--- src/rtl/mips_fetch_unit_pkg.sv ---
`default_nettype none
// +------------------------------------------------------------------+
// | mips_fetch_unit_pkg                                              |
// | Shared MIPS defines: PC source encodings, reset PC, opcodes and  |
// | multicycle controller state encodings.                           |
// | Revision: 1.0                                                    |
// +------------------------------------------------------------------+
package mips_fetch_unit_pkg;

  // PC value after reset unless the instantiating design overrides it
  localparam logic [31:0] RESET_PC_DEFAULT = 32'h0000_0000;

  // Next-PC source select
  typedef enum logic [1:0] {
    PCSRC_ALU    = 2'b00,  // PC + 4 computed this cycle
    PCSRC_ALUOUT = 2'b01,  // branch target computed in decode
    PCSRC_JUMP   = 2'b10,  // J/JAL pseudo-direct target
    PCSRC_JR     = 2'b11   // register target
  } pc_src_e;

  // Primary opcodes
  localparam logic [5:0] OP_R_TYPE = 6'h00;
  localparam logic [5:0] OP_J      = 6'h02;
  localparam logic [5:0] OP_JAL    = 6'h03;
  localparam logic [5:0] OP_BEQ    = 6'h04;
  localparam logic [5:0] OP_BNE    = 6'h05;
  localparam logic [5:0] OP_ADDI   = 6'h08;
  localparam logic [5:0] OP_ANDI   = 6'h0C;
  localparam logic [5:0] OP_ORI    = 6'h0D;
  localparam logic [5:0] OP_LUI    = 6'h0F;
  localparam logic [5:0] OP_LW     = 6'h23;
  localparam logic [5:0] OP_SW     = 6'h2B;

  // Multicycle controller states
  typedef enum logic [3:0] {
    ST_FETCH     = 4'd0,
    ST_DECODE    = 4'd1,
    ST_MEM_ADDR  = 4'd2,
    ST_MEM_READ  = 4'd3,
    ST_MEM_WB    = 4'd4,
    ST_MEM_WRITE = 4'd5,
    ST_EXECUTE   = 4'd6,
    ST_ALU_WB    = 4'd7,
    ST_BRANCH    = 4'd8,
    ST_JUMP      = 4'd9
  } ctrl_state_e;

endpackage
`default_nettype wire

--- src/rtl/mips_ir_decode.sv ---
`default_nettype none
// +------------------------------------------------------------------+
// | mips_ir_decode                                                   |
// | Purely combinational field extraction from the instruction       |
// | register, plus the pseudo-direct jump target.                    |
// | Revision: 1.0                                                    |
// +------------------------------------------------------------------+
module mips_ir_decode
  import mips_fetch_unit_pkg::*;
(
  input  logic [31:0] ir,
  input  logic [31:0] pc,
  output logic [5:0]  op_code,
  output logic [5:0]  funct,
  output logic [4:0]  rs,
  output logic [4:0]  rt,
  output logic [4:0]  rd,
  output logic [4:0]  shamt,
  output logic [31:0] imm_sext,
  output logic [31:0] imm_zext,
  output logic [31:0] imm_shift,
  output logic [31:0] jump_target
);

  // Only the region nibble of pc feeds the jump target
  logic unused_pc_low;
  assign unused_pc_low = ^pc[27:0];

  // Field slicing and immediate extension
  always_comb begin
    op_code     = ir[31:26];
    rs          = ir[25:21];
    rt          = ir[20:16];
    rd          = ir[15:11];
    shamt       = ir[10:6];
    funct       = ir[5:0];
    imm_sext    = {{16{ir[15]}}, ir[15:0]};
    imm_zext    = {16'h0000, ir[15:0]};
    imm_shift   = {{14{ir[15]}}, ir[15:0], 2'b00};
    // pc has already been advanced by fetch, so this is the delay-slot region
    jump_target = {pc[31:28], ir[25:0], 2'b00};
  end

endmodule
`default_nettype wire

--- src/rtl/mips_fetch_unit.sv ---
`default_nettype none
// +------------------------------------------------------------------+
// | mips_fetch_unit                                                  |
// | Multicycle MIPS datapath front end: PC, IR, ALUOut, MDR, zero    |
// | flag register, fetch counter and sticky alignment check.         |
// | Revision: 1.0                                                    |
// +------------------------------------------------------------------+
module mips_fetch_unit
  import mips_fetch_unit_pkg::*;
#(
  parameter logic [31:0] RESET_PC = RESET_PC_DEFAULT
) (
  input  logic        clk,
  input  logic        rst,
  input  logic        PCWrite,
  input  logic        PCWriteCond,
  input  logic        EQorNE,
  input  logic        IorD,
  input  logic        IRWrite,
  input  logic [1:0]  PCSource,
  input  logic [31:0] alu_result,
  input  logic        alu_zero,
  input  logic [31:0] rs_data,
  input  logic [31:0] mem_rdata,
  output logic [31:0] mem_addr,
  output logic [31:0] pc,
  output logic [31:0] alu_out,
  output logic [31:0] mdr,
  output logic [5:0]  op_code,
  output logic [5:0]  funct,
  output logic [4:0]  rs,
  output logic [4:0]  rt,
  output logic [4:0]  rd,
  output logic [4:0]  shamt,
  output logic [31:0] imm_sext,
  output logic [31:0] imm_zext,
  output logic [31:0] imm_shift,
  output logic [31:0] jump_target,
  output logic        misaligned,
  output logic [31:0] instr_count
);

  logic [31:0] ir_q;
  logic        zero_q;
  logic [31:0] next_pc;
  logic        pc_load;
  logic        addr_bad;

  // Memory address, next-PC mux, PC enable and alignment detect
  always_comb begin
    mem_addr = IorD ? alu_out : pc;
    next_pc  = alu_result;
    case (PCSource)
      PCSRC_ALU:    next_pc = alu_result;
      PCSRC_ALUOUT: next_pc = alu_out;
      PCSRC_JUMP:   next_pc = jump_target;
      PCSRC_JR:     next_pc = rs_data;
      default:      next_pc = alu_result;
    endcase
    // Unconditional write wins; a conditional write compares the flag
    // registered last cycle against the requested polarity
    pc_load  = PCWrite | (PCWriteCond & (zero_q == EQorNE));
    addr_bad = (mem_addr[1:0] != 2'b00) & (IRWrite | IorD);
  end

  // Architectural state; reset dominates every strobe
  always_ff @(posedge clk) begin
    if (rst) begin
      pc          <= RESET_PC;
      ir_q        <= 32'h0000_0000;
      alu_out     <= 32'h0000_0000;
      mdr         <= 32'h0000_0000;
      zero_q      <= 1'b0;
      instr_count <= 32'h0000_0000;
      misaligned  <= 1'b0;
    end else begin
      alu_out <= alu_result;
      mdr     <= mem_rdata;
      zero_q  <= alu_zero;
      // Misaligned targets are still taken; only the flag reports them
      if (pc_load) begin
        pc <= next_pc;
      end
      // Memory was addressed by the old pc, so a fetch latches the right word
      if (IRWrite) begin
        ir_q        <= mem_rdata;
        instr_count <= instr_count + 32'd1;
      end
      if (addr_bad) begin
        misaligned <= 1'b1;
      end
    end
  end

  mips_ir_decode u_ir_decode (
    .ir          (ir_q),
    .pc          (pc),
    .op_code     (op_code),
    .funct       (funct),
    .rs          (rs),
    .rt          (rt),
    .rd          (rd),
    .shamt       (shamt),
    .imm_sext    (imm_sext),
    .imm_zext    (imm_zext),
    .imm_shift   (imm_shift),
    .jump_target (jump_target)
  );

endmodule
`default_nettype wire

--- config.mk ---
export PLATFORM = sky130hd
export DESIGN_NAME = mips_fetch_unit
export DESIGN_NICKNAME = d
export VERILOG_FILES = /design/src/rtl/mips_fetch_unit_pkg.sv /design/src/rtl/mips_ir_decode.sv /design/src/rtl/mips_fetch_unit.sv
export SDC_FILE = /design/constraint.sdc
export NUM_CORES = 1
export LEC_CHECK = 0
export BUFFER_PORTS_ARGS = -buffer_cell sky130_fd_sc_hd__buf_4
export CAP_MARGIN = 10
export CORE_AREA = 2 2 167 169
export DETAILED_ROUTE_END_ITERATION = 10
export DIE_AREA = 0 0 169 171
export MAX_ROUTING_LAYER = met4
export SLEW_MARGIN = 15
export SYNTH_ARGS = -nofsm -noshare
export SYNTH_HDL_FRONTEND = slang
export SYNTH_SLANG_ARGS = --single-unit
--- constraint.sdc ---
create_clock -name clk -period 1.9 [get_ports clk]
set_input_delay 0.19 -clock clk [delete_from_list [all_inputs] [get_ports clk]]
set_output_delay 0.19 -clock clk [all_outputs]
set_load 0.05 [all_outputs]
==> flow_metrics.env, run 1 <==
export IMPL_timing_slew_headroom_pct=63.4
export IMPL_finalNetCount=1231
export IMPL_timing_rr_end="instr_count[28]"
export IMPL_synthAdderAreaFrac_pct=0.166
export IMPL_synth_area_um2=7520
export IMPL_seq_area_um2=3250
export IMPL_coreArea_um2=27300
export IMPL_p_per_area_nw_per_um2=876
export IMPL_clock_fmax_ghz=0.566
export IMPL_reg2reg_depth=5
export IMPL_die_area_um2=28900
export IMPL_r2r_start="instr_count[2]"
export IMPL_fin_skew_ns=0.0152
export IMPL_yosys_warnings=0
export IMPL_crit_fanout=7
export IMPL_cts_sinks=162
export IMPL_crit_end="instr_count[28]"
export IMPL_worstSetupPathType="flip-flop to flip-flop"
export IMPL_synth_yosys_seq_area_share_pct=43.1
export IMPL_hold_path_class="primary input to flip-flop"
export IMPL_ys_async_sr_fraction_pct=0
export IMPL_hpwlAfterDp_mm=18.9
export IMPL_grt_max_degree=40
export IMPL_crit_chain="nand4_2, nor3_2, nand4b_1, or2_0, a21oi_1"
export IMPL_rsz0062_at_grt="no"
export IMPL_power_total_mw=9.97
export IMPL_die_h_um=171
export IMPL_grt_use_total_pct=17.4
export IMPL_cts_root_buf="clkbuf_16"
export IMPL_synth_area_mux_share_pct=17.8
export IMPL_placed_cells=1386
export IMPL_startpoint="instr_count[2]"
export IMPL_vias=6448
export IMPL_hold_viol=0
export IMPL_arrival_ns=2.12
export IMPL_required_ns=2.25
export IMPL_layout_drive_gt1_share_pct=46.9
export IMPL_holdWs_ns=0.0713
export IMPL_synth_most_common_cell="dfxtp_1"
export IMPL_routed_wl_mm=25.5
export IMPL_cts_buffers=17
export IMPL_cts_tree="yes"
export IMPL_synth_top_area_share_pct=43.1
export IMPL_synth_xor_area_share_pct=3.26
export IMPL_yosys_most_used_dff="dfxtp_1"
export IMPL_setup_tns_ns=0
export IMPL_vias_per_cell=4.35
export IMPL_period_needed_ns=1.77
export IMPL_synth_compound_area_share_pct=3.44
export IMPL_reg2reg_setup_slack_ns=0.13
export IMPL_grt_pass1_vias=6035
export IMPL_io_buffers=406
export IMPL_areaGrowthSynthToFinish_pct=51.3
export IMPL_diodes=0
export IMPL_worst_slew_pin_slew_ns=0.550
export IMPL_startpoint_type="flip-flop"
export IMPL_finalCritPeriodShare_pct=92.9
export IMPL_post_cts_buffers=0
export IMPL_grt_pass1_wl_mm=36.8
export IMPL_cp_slowest_stage_delay_ns=0.51
export IMPL_ys_top_cells_by_area="dfxtp_1 (43%), buf_4 (13%), mux4_2 (7.8%), nor2b_1 (5.5%), mux2i_1 (5.2%)"
export IMPL_outcome="complete, no violations"
export IMPL_leakagePower_nw=5.34
export IMPL_path_clk_slew_ns=0.07
export IMPL_insertion_delay_ns=0.43
export IMPL_first_pass_iters=4
export IMPL_io_pins=427
export IMPL_cp_end_kind="flip-flop"
export IMPL_multiInputGateArea_um2=3190
export IMPL_synth_edff_count=0
export IMPL_routedWlPerCell_um=17.3
export IMPL_synth_cells=761
export IMPL_antenna_found_initial=0
export IMPL_setup_viol=0
export IMPL_gp_congestion=0.824
export IMPL_finalNonFillerCells=1481
export IMPL_cap_violations=0
export IMPL_peakVddDrop_uv=500
export IMPL_ant_nets=0
export IMPL_die_x_um=169
export IMPL_cts_repair_resized=0
export IMPL_grt_overflow=0
export IMPL_start_util_pct=27.5
export IMPL_drv_slew=0
export IMPL_yosys_area_share_simple_pct=16.6
export IMPL_cts_buffer_depth=2
export IMPL_synth_distinct_cells=38
export IMPL_cts_hold_fix_buffers=65
export IMPL_yosysTopAreaCell="dfxtp_1"
export IMPL_num_fill_cells=2704
export IMPL_rows=61
export IMPL_synth_area_per_cell_um2=9.88
export IMPL_h_tree_depth=4
export IMPL_drc=0
export IMPL_cp_slowest_cell="nor3_2"
export IMPL_synth_top_family_by_area="multiplexers"
export IMPL_synth_commonest_cells="dfxtp_1 (162), buf_4 (129), nor2_1 (75)"
export IMPL_drt_iter0_markers=356
export IMPL_ys_ff_latch=162
[kinds of logic after synthesis]
| family | count (synthesis) |
|---|---|
| simple gates | 249 |
| buf+inv | 175 |
| flops | 162 |
| mux | 97 |
| compound gates | 48 |
| xor+xnor | 28 |
| fa+ha+maj | 1 |
| other cells | 1 |
[per-stage QoR]
stage                     cell area (um2)  worst slack (ns)  utilization (%)
after floorplan                      7600           0.00289                -
final                               11400             0.134             41.7
after global routing                11400            0.0132             41.7
after detailed placement            10200             0.150             37.3
after global placement              10200             0.283             37.3
after CTS                           11400             0.153             41.7
[routing by layer]
layer / share of wire, % / up-vias / wire length [um] / global-route usage (%)
met5: 0 / - / 0 / -
met4: 1.3 / 0 / 331 / 4.65
met3: 5.1 / 21 / 1290 / 3.49
met2: 49 / 231 / 12600 / 28.8
met1: 44 / 3067 / 11400 / 21.6
li1: - / 3129 / - / -
[cell usage in the layout, fill, tap and decap left out, types with 2 or more instances in the layout]
| cell type | count |
|---|---|
| nor3_1 | 4 |
| a211oi_1 | 6 |
| o21ai_0 | 3 |
| nand3_1 | 11 |
| xnor2_1 | 8 |
| mux2_2 | 32 |
| dfxtp_2 | 4 |
| nor3_4 | 2 |
| conb_1 | 20 |
| nand4_1 | 10 |
| dfxtp_1 | 158 |
| inv_6 | 5 |
| inv_1 | 5 |
| or3_1 | 3 |
| nor2_1 | 75 |
| and2_1 | 2 |
| mux2i_1 | 39 |
| nand4_2 | 2 |
| nand2_1 | 65 |
| mux4_2 | 26 |
| xor2_1 | 20 |
| and3_2 | 2 |
| buf_12 | 5 |
| clkbuf_16 | 17 |
| clkinvlp_4 | 6 |
| dlygate4sd3_1 | 65 |
| nor2b_1 | 66 |
| buf_4 | 425 |
| a21oi_1 | 36 |
[how the worst min path moves through the flow]
stage / start / to / slack [ns] / cells past startpoint
after global placement: alu_result[23] / alu_out[23] / 0.41 / 2
final: rs_data[1] / pc[1] / 0.07 / 3
after global routing: rs_data[0] / pc[0] / 0.05 / 3
after floorplan: mem_rdata[31] / mdr[31] / 0.32 / 1
after detailed placement: alu_zero / zero_q / 0.41 / 2
after CTS: rs_data[1] / pc[1] / 0.05 / 3
[critical path: cells and delay by family (launching register included)]
kind,cells,cell delay (ns)
flops,1,0.44
simple gates,4,1.11
compound gates,1,0.13
[where the power goes]
part           internal [mW]  leakage (nW)  switching, mW
sequential              3.57          1.34          0.176
combinational          0.974          3.75           1.91
clock                   1.81         0.251           1.53
total                   6.36          5.34           3.61
[cell type report]
| type | instances | share of cell area, % |
|---|---|---|
| timing repair buffer | 495 | 34.6 |
| sequential | 162 | 28.5 |
| tap | 346 | 3.80 |
| inverter | 5 | 0.165 |
| clock inverter | 13 | 1.12 |
| clock buffer | 17 | 3.74 |
| multi-input combinational | 443 | 28.0 |
[state kept, by name, summed over array words and instances, names as in the netlist]
signal,count
mdr,32
alu_out,32
zero_q,1
ir_q,32
instr_count,32
pc,32
misaligned,1
(Power assumes the default switching activity.)
==> run 2, diff against run 1 <==
- CTS_CLUSTER_SIZE: not set -> 30
- PLACE_DENSITY: not set -> 0.57
- clock period: 1.9 -> 2.3 ns (I/O delays scaled with it)
==> flow_metrics.env, run 2 (synthesized netlist as in run 1, its figures left out) <==
export IMPL_outcome="complete, no violations"
export IMPL_finalNetCount=1154
export IMPL_finalCritPeriodShare_pct=75.9
export IMPL_coreArea_um2=27300
export IMPL_rsz0062_at_grt="no"
export IMPL_reg2reg_setup_slack_ns=0.55
export IMPL_hold_start="mem_rdata[1]"
export IMPL_startpoint_type="flip-flop"
export IMPL_grt_pass1_vias=5910
export IMPL_final_cell_mix="buf_4 (414), dfxtp_1 (162), nor2_1 (75), nor2b_1 (66), nand2_1 (65)"
export IMPL_post_cts_buffers=0
export IMPL_hold_viol=0
export IMPL_grt_use_total_pct=16.7
export IMPL_hold_depth=2
export IMPL_worstSetupPathType="flip-flop to flip-flop"
export IMPL_cap_violations=0
export IMPL_switchingPower_mw=2.97
export IMPL_drc=0
export IMPL_insertion_delay_ns=0.42
export IMPL_cts_root_buf="clkbuf_16"
export IMPL_final_core_util_pct=39.0
export IMPL_drt_iter0_markers=276
export IMPL_r2r_start="instr_count[8]"
export IMPL_clock_fmax_ghz=0.573
export IMPL_routed_wl_mm=24.4
export IMPL_ant_nets=0
export IMPL_power_total_mw=8.20
export IMPL_seq_area_um2=3240
export IMPL_arrival_ns=2.09
export IMPL_vias=6078
export IMPL_drv_slew=0
export IMPL_h_tree_depth=4
export IMPL_reg2reg_depth=6
export IMPL_start_util_pct=27.5
export IMPL_swShare_pct=36.2
export IMPL_cts_buffers=17
export IMPL_required_ns=2.64
export IMPL_leakagePower_nw=5.03
export IMPL_io_buffers=406
export IMPL_path_clk_slew_ns=0.07
export IMPL_worst_slew_pin_slew_ns=0.645
export IMPL_first_pass_iters=4
export IMPL_hold_path_class="primary input to flip-flop"
export IMPL_hpwlAfterDp_mm=18.1
export IMPL_timing_slew_headroom_pct=57.0
export IMPL_layout_drive_gt1_share_pct=48.7
export IMPL_multiInputGateArea_um2=3190
export IMPL_cts_buffer_depth=2
export IMPL_p_per_area_nw_per_um2=771
export IMPL_die_area_um2=28900
export IMPL_setup_tns_ns=0
export IMPL_areaGrowthSynthToFinish_pct=41.5
export IMPL_crit_fanout=13
export IMPL_p_comb_share_pct=27.6
export IMPL_setup_viol=0
export IMPL_routedWlPerCell_um=17.4
export IMPL_intPower_mw=5.23
export IMPL_cts_tree="yes"
export IMPL_grt_overflow=0
export IMPL_period_needed_ns=1.75
export IMPL_clockPowerShare_pct=34.8
export IMPL_peakVddDrop_uv=445
export IMPL_die_x_um=169
export IMPL_diodes=0
export IMPL_vias_per_cell=4.32
export IMPL_die_h_um=171
export IMPL_cts_sinks=162
export IMPL_grt_max_degree=68
export IMPL_gp_congestion=0.819
export IMPL_antenna_found_initial=0
export IMPL_dpl_worst_slack_ns=0.541
export IMPL_mostFrequentLayoutCell="buf_4"
export IMPL_placed_cells=1373
export IMPL_finalNonFillerCells=1406
export IMPL_timing_rr_end="instr_count[28]"
export IMPL_rows=61
export IMPL_num_fill_cells=2746
export IMPL_cp_end_kind="flip-flop"
export IMPL_grt_pass1_wl_mm=35.7
export IMPL_hold_path_endpoint="mdr[1]"
export IMPL_io_pins=427
export IMPL_fin_skew_ns=0.0119
export IMPL_setup_slack_ns=0.554
export IMPL_pwr_share_seq_pct=37.7
-- run 2: cell count changes in the layout (fill, tap and decap cells not counted), sizes merged --
cell         delta
dlygate4sd3    -64
clkbuf          +2
clkinv          +1
buf            -13
inv             +4
clkinvlp        -5
-- run 2: how the worst max path moves through the flow --
| stage | slack (ns) | cells past startpoint | endpoint | from |
|---|---|---|---|---|
| after floorplan | 0.35 | 6 | instr_count[21] | instr_count[7] |
| after global placement | 0.56 | 6 | instr_count[31] | IRWrite |
| after detailed placement | 0.54 | 6 | instr_count[31] | IRWrite |
| after CTS | 0.56 | 6 | instr_count[28] | instr_count[8] |
| after global routing | 0.42 | 6 | instr_count[10] | instr_count[0] |
| final | 0.55 | 6 | instr_count[28] | instr_count[8] |
-- run 2: repair_timing --
action	in CTS	in global routing
hold buffers	1	0
gates resized for setup	0	0
endpoints found under the hold margin	1	0
-- run 2: area by class of cell --
| type | count | share of cell area, % |
|---|---|---|
| Sequential cell | 162 | 30.5 |
| Multi-Input combinational cell | 443 | 30.0 |
| Timing Repair Buffer | 418 | 29.9 |
| Clock buffer | 19 | 4.16 |
| Tap cell | 346 | 4.07 |
| Clock inverter | 13 | 1.29 |
| Inverter | 5 | 0.176 |
-- run 2: metal layers --
metal  part of all wire, %  global-route usage (%)  vias up  wire, um
met3                   5.2                    3.45       19      1260
met4                   1.4                    4.09        0       348
li1                      -                       -     2956         -
met1                    44                    21.1     2887     10700
met2                    50                    27.7      216     12100
met5                     0                       -        -         0
-- run 2: per-stage QoR --
stage,hold WS [ns],instance area [um2]
after floorplan,0.358,7590
after global placement,0.440,10100
after detailed placement,0.448,10100
after CTS,0.00495,10600
after global routing,0.00416,10600
final,0.0276,10600
-- run 2: power groups by stage --
stage / Sequential (mW) / Combinational, mW / Clock (mW)
floorplan: 3.60 / 1.23 / 0
global placement: 3.15 / 2.26 / 0
detailed placement: 3.15 / 2.27 / 0
CTS: 3.09 / 2.28 / 2.95
global route: 3.11 / 2.36 / 3.07
finish: 3.09 / 2.26 / 2.85
-- run 2: critical path, stage by stage, from the launching register on --
cell and delay, ns:
dfxtp_1 0.41, nand4_1 0.23, nor3_4 0.31, buf_4 0.23, nand4b_1 0.12, or2_0 0.23
a21oi_1 0.13
==> run 3, diff against run 2 <==
- PLACE_DENSITY: 0.57 -> 0.59
- clock period: 2.3 -> 1.5 ns (I/O delays scaled with it)
==> flow_metrics.env, run 3 (synthesized netlist as in run 1, its figures left out) <==
export IMPL_cap_violations=0
export IMPL_diodes=0
export IMPL_hold_viol=0
export IMPL_crit_fanout=4
export IMPL_cts_buffer_depth=2
export IMPL_die_x_um=169
export IMPL_placed_cells=1406
export IMPL_finalNonFillerCells=1505
export IMPL_hold_depth=3
export IMPL_start_util_pct=27.5
export IMPL_final_area_um2=11800
export IMPL_period_needed_ns=1.50
export IMPL_finalCritPeriodShare_pct=100
export IMPL_outcome="complete, but fails checks"
export IMPL_grt_overflow=0
export IMPL_startpoint_type="flip-flop"
export IMPL_p_per_area_nw_per_um2=1100
export IMPL_arrival_ns=1.85
export IMPL_mostFrequentLayoutCell="buf_4"
export IMPL_drc=0
export IMPL_fin_skew_ns=0.0127
export IMPL_cp_slowest_stage_delay_ns=0.36
export IMPL_gp_congestion=0.807
export IMPL_rsz0062_at_grt="yes"
export IMPL_required_ns=1.84
export IMPL_holdWs_ns=0.0327
export IMPL_finalNetCount=1253
export IMPL_crit_family="simple AND/OR/NAND/NOR gates"
export IMPL_grt_pass1_vias=6344
export IMPL_cp_end_kind="flip-flop"
export IMPL_num_fill_cells=2696
export IMPL_antenna_found_initial=1
export IMPL_cts_buffers=17
export IMPL_cts_tree="yes"
export IMPL_layout_drive_gt1_share_pct=50.9
export IMPL_hold_start="rs_data[0]"
export IMPL_areaGrowthSynthToFinish_pct=56.7
export IMPL_peakVddDrop_uv=636
export IMPL_hpwlAfterDp_mm=19.7
export IMPL_reg2reg_depth=6
export IMPL_drv_slew=0
export IMPL_leakagePower_nw=5.54
export IMPL_grt_max_degree=51
export IMPL_final_cell_mix="buf_4 (444), dfxtp_1 (130), nor2_1 (74), nor2b_1 (66), dlygate4sd3_1 (65)"
export IMPL_worstSetupPathType="flip-flop to flip-flop"
export IMPL_power_total_mw=12.9
export IMPL_setup_viol=1
export IMPL_routedWlPerCell_um=17.4
export IMPL_clock_fmax_ghz=0.665
export IMPL_timing_rr_end="instr_count[28]"
export IMPL_die_h_um=171
export IMPL_insertion_delay_ns=0.42
export IMPL_die_area_um2=28900
export IMPL_dpl_instance_area_um2=10500
export IMPL_cp_slowest_cell="dfxtp_4"
export IMPL_vias=6547
export IMPL_r2r_start="instr_count[10]"
export IMPL_ant_nets=0
export IMPL_path_clk_slew_ns=0.07
export IMPL_hold_path_endpoint="pc[0]"
export IMPL_path_buf_inv=1
export IMPL_cts_root_buf="clkbuf_16"
export IMPL_reg2reg_setup_slack_ns=-0.004
export IMPL_grt_use_total_pct=17.6
export IMPL_io_buffers=406
export IMPL_rows=61
export IMPL_vias_per_cell=4.35
export IMPL_first_pass_iters=4
export IMPL_grt_pass1_wl_mm=37.6
export IMPL_violations="negative setup slack"
export IMPL_setup_slack_ns=-0.00415
export IMPL_io_pins=427
export IMPL_cts_sinks=162
export IMPL_coreArea_um2=27300
export IMPL_routed_wl_mm=26.1
export IMPL_crit_chain="nand4_1, nor3_4, buf_4, nand4b_1, or2_0, a21oi_1"
export IMPL_drt_iter0_markers=243
export IMPL_hold_path_class="primary input to flip-flop"
export IMPL_h_tree_depth=4
[run 3: metrics by stage]
step | utilization (%) | setup WS [ns] | TNS (ns)
2_1_floorplan | - | -0.0716 | -0.104
3_3_place_gp | 38.3 | 0.0246 | 0
3_5_place_dp | 38.3 | 0.0243 | 0
4_1_cts | 42.9 | 0.00421 | 0
5_1_grt | 43.1 | -0.118 | -1.00
6_report | 43.1 | -0.00415 | -0.00415
[run 3: report_power, final]
part	internal [mW]	total (mW)	leakage, nW	switching (mW)
clock	2.52	4.51	0.292	1.99
combinational	1.27	3.70	3.89	2.43
sequential	4.48	4.71	1.36	0.224
[run 3: layout make-up]
cell class                 count  area (um2)  share of cell area (%)
clock buffer                  17         425                    3.61
clock inverter                15         175                    1.49
inverter                       5        18.8                   0.159
multi-input combinational    443        3240                    27.5
sequential                   162        3350                    28.4
tap                          346         433                    3.67
timing repair buffer         517        4140                    35.2
[run 3: worst max path at each step]
stage               startpoint               to  slack [ns]  cells past startpoint
3_5_place_dp   instr_count[20]  instr_count[31]        0.02                      5
6_report       instr_count[10]  instr_count[28]      -0.004                      6
2_1_floorplan  instr_count[18]  instr_count[31]       -0.07                      5
3_3_place_gp    instr_count[0]  instr_count[12]        0.02                      7
4_1_cts         instr_count[9]  instr_count[31]       0.004                      5
5_1_grt        instr_count[10]  instr_count[28]       -0.12                      6
[run 3: worst register-to-register path, cell delays in order, from the launching register on]
cell and delay (ns):
dfxtp_4 0.36, nand4_1 0.20, nor3_4 0.27, buf_4 0.15
nand4b_1 0.10, or2_0 0.22, a21oi_1 0.13
[run 3: timing repair]
| action | in CTS | in global routing |
|---|---|---|
| pin swaps | 0 | 7 |
| hold buffers | 65 | 0 |
| gates resized for setup | 3 | 7 |
| setup endpoints to repair | 22 | 22 |
| endpoints found under the hold margin | 97 | 0 |
| buffers inserted | 0 | 3 |
[run 3: metal layers]
| layer | part of all wire (%) | track usage, % |
|---|---|---|
| met5 | 0 | - |
| met4 | 0.68 | 3.53 |
| met3 | 4.9 | 3.22 |
| met2 | 50 | 29.9 |
| met1 | 44 | 22.0 |
